[src/rtl/compute_in_memory.sv]
// Synaptic-current accumulator with double-buffered current banks.
// Pops fired-neuron tags from a first-word-fall-through spike FIFO and
// adds the source's outgoing weight row into every target's next-step
// current in parallel. A swap pulse exchanges the banks at the timestep
// boundary, waiting for any in-flight spike to finish first.
module compute_in_memory #(
  parameter int TAG_W = 1,
  parameter int W_W   = 16,
  parameter int I_W   = 17,
  parameter logic [(2**TAG_W)*(2**TAG_W)*W_W-1:0] WEIGHTS =
    {16'sd0, 16'sd250, -16'sd40, 16'sd100}
) (
  input  logic                    clk,
  input  logic                    asyn_reset,
  input  logic                    swap,
  input  logic                    fifo_empty,
  output logic                    busy,
  output logic                    req_deq,
  input  logic [TAG_W-1:0]        fired_tag,
  input  logic [TAG_W-1:0]        i_tag,
  output logic signed [I_W-1:0]   i_out,
  output logic [1:0]              state_out
);

  localparam int N = 2**TAG_W;

  typedef enum logic [1:0] {
    IDLE  = 2'd0,
    FETCH = 2'd1,
    ACCUM = 2'd2,
    SWAP  = 2'd3
  } state_t;

  state_t                 r_state;
  state_t                 w_next_state;
  logic                   r_swap_pend;
  logic [TAG_W-1:0]       r_src;
  logic signed [I_W-1:0]  r_i_cur  [N];
  logic signed [I_W-1:0]  r_i_next [N];

  // Weight W[src][dst] from the packed constant table.
  function automatic logic signed [W_W-1:0] weight(input logic [TAG_W-1:0] src,
                                                   input int dst);
    return WEIGHTS[(int'(src) * N + dst) * W_W +: W_W];
  endfunction

  // One-bit-wider sum, clamped to the signed I_W-bit range.
  function automatic logic signed [I_W-1:0] sat_add(input logic signed [I_W-1:0] a,
                                                    input logic signed [W_W-1:0] w);
    logic [I_W:0] s;
    s = {a[I_W-1], a} + {{(I_W+1-W_W){w[W_W-1]}}, w};
    if (s[I_W] != s[I_W-1]) begin
      return s[I_W] ? {1'b1, {(I_W-1){1'b0}}} : {1'b0, {(I_W-1){1'b1}}};
    end
    return s[I_W-1:0];
  endfunction

  // State register.
  // NOTE: sequential state uses non-blocking assignments so every flop
  // samples pre-edge values regardless of block evaluation order.
  always_ff @(posedge clk or posedge asyn_reset) begin
    if (asyn_reset) r_state <= IDLE;
    else            r_state <= w_next_state;
  end

  // Next-state logic; a pending or arriving swap outranks queued spikes.
  // NOTE: the default assignment at the top keeps this block free of latches.
  always_comb begin
    w_next_state = r_state;
    case (r_state)
      IDLE: begin
        if (swap || r_swap_pend) w_next_state = SWAP;
        else if (!fifo_empty)    w_next_state = FETCH;
      end
      FETCH: w_next_state = ACCUM;
      ACCUM: begin
        if (r_swap_pend || swap) w_next_state = IDLE;
        else if (!fifo_empty)    w_next_state = FETCH;
        else                     w_next_state = IDLE;
      end
      SWAP:    w_next_state = IDLE;
      default: w_next_state = IDLE;
    endcase
  end

  // Moore outputs decoded from registered state only.
  always_comb begin
    req_deq   = (r_state == FETCH);
    busy      = (r_state != IDLE) || r_swap_pend;
    state_out = r_state;
  end

  // Remember a swap requested while a spike is in flight.
  always_ff @(posedge clk or posedge asyn_reset) begin
    if (asyn_reset)                                          r_swap_pend <= 1'b0;
    else if (r_state == SWAP)                                r_swap_pend <= 1'b0;
    else if (swap && (r_state == FETCH || r_state == ACCUM)) r_swap_pend <= 1'b1;
  end

  // Latch the FIFO head on the popping edge.
  always_ff @(posedge clk or posedge asyn_reset) begin
    if (asyn_reset)            r_src <= '0;
    else if (r_state == FETCH) r_src <= fired_tag;
  end

  // Bank update: parallel accumulate into next bank, or exchange banks.
  // NOTE: the banks are N small register words, not a RAM macro, so they
  // are cleared by reset like any other flop.
  always_ff @(posedge clk or posedge asyn_reset) begin
    if (asyn_reset) begin
      for (int d = 0; d < N; d++) begin
        r_i_cur[d]  <= '0;
        r_i_next[d] <= '0;
      end
    end else if (r_state == ACCUM) begin
      for (int d = 0; d < N; d++) begin
        r_i_next[d] <= sat_add(r_i_next[d], weight(r_src, d));
      end
    end else if (r_state == SWAP) begin
      for (int d = 0; d < N; d++) begin
        r_i_cur[d]  <= r_i_next[d];
        r_i_next[d] <= '0;
      end
    end
  end

  assign i_out = r_i_cur[i_tag];

endmodule

[config.mk]
export PLATFORM = sky130hd
export DESIGN_NAME = compute_in_memory
export DESIGN_NICKNAME = d
export VERILOG_FILES = /design/src/rtl/compute_in_memory.sv
export SDC_FILE = /design/constraint.sdc
export NUM_CORES = 1
export LEC_CHECK = 0
export ABC_CLOCK_PERIOD_IN_PS = 3800
export CORE_UTILIZATION = 40
export CTS_CLUSTER_DIAMETER = 50
export DETAILED_ROUTE_END_ITERATION = 12
export SYNTH_ARGS = -nofsm -noshare
export SYNTH_HDL_FRONTEND = slang
export SYNTH_SLANG_ARGS = --single-unit
export TNS_END_PERCENT = 5
[constraint.sdc]
create_clock -name clk -period 3.8 [get_ports clk]
set_input_delay 0.76 -clock clk [delete_from_list [all_inputs] [get_ports clk]]
set_output_delay 0.76 -clock clk [all_outputs]
set_load 0.02 [all_outputs]
==> summary.md <==
| Metric | Value |
|---|---|
| Outcome | `complete, no violations` |
| Synth Instances | `376` |
| Max-cap check violation count | `0` |
| # setup viols final | `0` |
| Largest net degree at the start of global routing | `40` |
| Dominant cell type by area after synthesis | `dfrtp_1` |
| Initial Util | `41.1%` |
| Num CTS Buffers | `9` |
| Min Tclk post-route | `3630 ps` |
| Drt wl/cell | `16.9 um` |
| # hold bufs at CTS | `0` |
| Root buf cell | `clkbuf_8` |
| Count leader, synth | `dfrtp_1` |
| Core area | `9770 sq um` |
| DIE WIDTH | `102 um` |
| Cell area after layout | `4650 sq um` |
| Detailed placement HPWL | `6410 um` |
| Max-slew violations | `0` |
| Clock Latency Late Sink | `350 ps` |
| Data required, critical path | `4020 ps` |
| Worst Max-Slew Pin Slew | `877 ps` |
| Final period util | `95.4%` |
| DP Area | `4430 sq um` |
| Synth area leaders | `dfrtp_1 42%, mux2_2 12%, ha_1 7.8%` |
| Post-synth ARST share | `100%` |
| Drt drc | `0` |
| Die Height | `102 um` |
| Critical path class | `reg2reg` |
| DRT Pass-1 Iters | `4` |
| Die ar. | `10400 sq um` |
| DR iter-0 viols | `129` |
| Cell depth of the worst flop-to-flop path | `12` |
| Hold_sp | `r_i_cur[21]` |
| Leakage Power | `2.08 nW` |
| Rel. slew slack | `41.5%` |
| Row cnt | `36` |
| Peak VDD IR | `550 uV` |
| Sequential share of the synthesized area | `42.4%` |
| Final Hold Violating Endpoints | `0` |
| I/O Buffers | `26` |
| Commonest cells post-synth | `68 x dfrtp_1, 43 x mux2_2, 28 x nand2_1, 28 x o21ai_0, 25 x ha_1` |
| Proportion of layout cells with a drive suffix above 1 | `21.9%` |
| Yosys warnings | `0` |
| Synth Cell Area | `4020 sq um` |
| Fmax | `0.276 GHz` |
| Clk slew on worst S/H paths | `80 ps` |
| Unrepaired setup endpoints after global routing | `true` |
| Worst Hold Path EP | `r_i_cur[21]` |
| Crit path arrival time | `3840 ps` |
| Post-Synthesis Net Count | `409` |
| Initial antenna violation count | `0` |
| Vias/cell | `5.52` |
| Worst setup SP type | `register` |
| Number of global-route vias before repair | `3098` |
| Max Clock Skew | `14.6 ps` |
| Routed wire length | `9220 um` |
| CTS tree | `built` |
| GR Util All Layers | `19.5%` |
| Worst flop-to-flop path endpoint | `r_i_next[15]` |
| FF+latch count, synth | `68` |
| R2R setup slack | `170 ps` |
| Synth top area share | `42.4%` |
| Power per Cell Area | `1010 nW/um^2` |
| RR Startpoint | `r_src` |
| Main flop type after synthesis | `dfrtp_1` |
| Antenna viol nets, final | `0` |
| Htree depth | `3` |
| Clk buf depth | `2` |
| I/O pin cnt | `27` |
| Total Power | `4.71 mW` |
| TNS Setup | `0 ps` |
| EDFF count, synth | `0` |
| N_diodes | `0` |
| GRT Residual Overflow | `0` |
| Crit. End Element | `register` |
| Post-Syn Area per Cell | `10.7 sq um` |
| Clock Sinks | `68` |
| First-pass GRT wire length | `15500 um` |
| Area Growth Syn to Fin | `15.8%` |
| Nets | `439` |
| Hold Crit Class | `reg2reg` |
| Netlist cell types | `54` |
| Placer Congestion | `0.860` |
| Vias after detailed routing | `3004` |
| Hold Path Depth | `1` |
| CP max FO | `8` |
## worst max-delay path by stage
stage | depth (start not counted) | start | slack (ps) | end
after floorplan | 12 | r_src | 420 | r_i_next[15]
after global placement | 13 | r_src | 260 | r_i_next[15]
after detailed placement | 13 | r_src | 150 | r_i_next[15]
after CTS | 13 | r_src | 120 | r_i_next[15]
after global routing | 12 | r_src | -60 | r_i_next[15]
final | 12 | r_src | 170 | r_i_next[15]
## power by group
part	switching (mW)	internal [mW]
Sequential	0.215	0.986
Combinational	1.59	1.39
Clock	0.292	0.239
## logic make-up (layout without fill, tap and decap cells)
logic type,after synthesis,count (layout),share of synthesized area (%)
flip-flops,68,68,42.4
AO/OA/AOI/OAI,112,112,20.1
multiplexers,43,43,12.1
XOR/XNOR,12,12,2.62
adder cells (fa/ha/maj),27,27,8.78
AND/OR/NAND/NOR,79,79,10.3
buffers and inverters,35,70,3.80
## sequential cells by signal, indices dropped and copies added, names as in the netlist
register and count:
r_i_cur 32, r_i_next 32, r_src 1, r_swap_pend 1
state_out 2
## through the flow
step | cells | setup WS (ps) | hold WS, ps | util, %
after floorplan | 376 | 415 | 453 | -
final | 544 | 174 | 507 | 47.6
after global placement | 524 | 260 | 487 | 45.4
after CTS | 540 | 121 | 510 | 47.2
after global routing | 544 | -60.2 | 529 | 47.6
after detailed placement | 524 | 146 | 491 | 45.4
## routing by layer
metal  GRT usage [%]  up-vias  wire length (um)  share of wire [%]
met4            6.81        0               119                1.3
li1                -     1462                 -                  -
met1            26.9     1484              4540                 49
met3            3.28       12               274                3.0
met2            31.0       46              4290                 46
met5               0        -                 0                  0
## critical path, cell delays in order, from the launching register on
cell        delay, ps
dfrtp_1           480
clkinvlp_4        230
clkbuf_2          190
ha_1              400
a21oi_1           270
o21ai_0           190
a211oi_2          320
nor2_1             90
ha_1              360
and2_1            270
nand3b_1          140
a211oi_1           60
or4_1             510
## final cells by class
type                            count  area [sq um]
Sequential cell                    68          1700
Tap cell                          133           166
Clock buffer                        9           124
Timing Repair Buffer               40           375
Fill cell                         955          5120
Clock inverter                      7          51.3
Multi-Input combinational cell    273          2180
Inverter                           14          56.3
## placed cells by master, fill, tap and decap left out, types with 9 or more instances in the layout
| cell | count |
|---|---|
| ha_1 | 25 |
| a21oi_1 | 15 |
| nand2_1 | 28 |
| xnor2_1 | 9 |
| a221o_1 | 11 |
| mux2_2 | 43 |
| nor2_1 | 13 |
| o21ai_0 | 27 |
| dfrtp_1 | 68 |
| clkdlybuf4s50_1 | 26 |
| clkbuf_8 | 9 |
| inv_1 | 12 |
| a22o_1 | 15 |
| buf_4 | 12 |
## timing repair
action	CTS	global route
resized for setup	0	5
endpoints found under the setup margin	0	16
setup buffers	0	4
(Power assumes the default switching activity.)
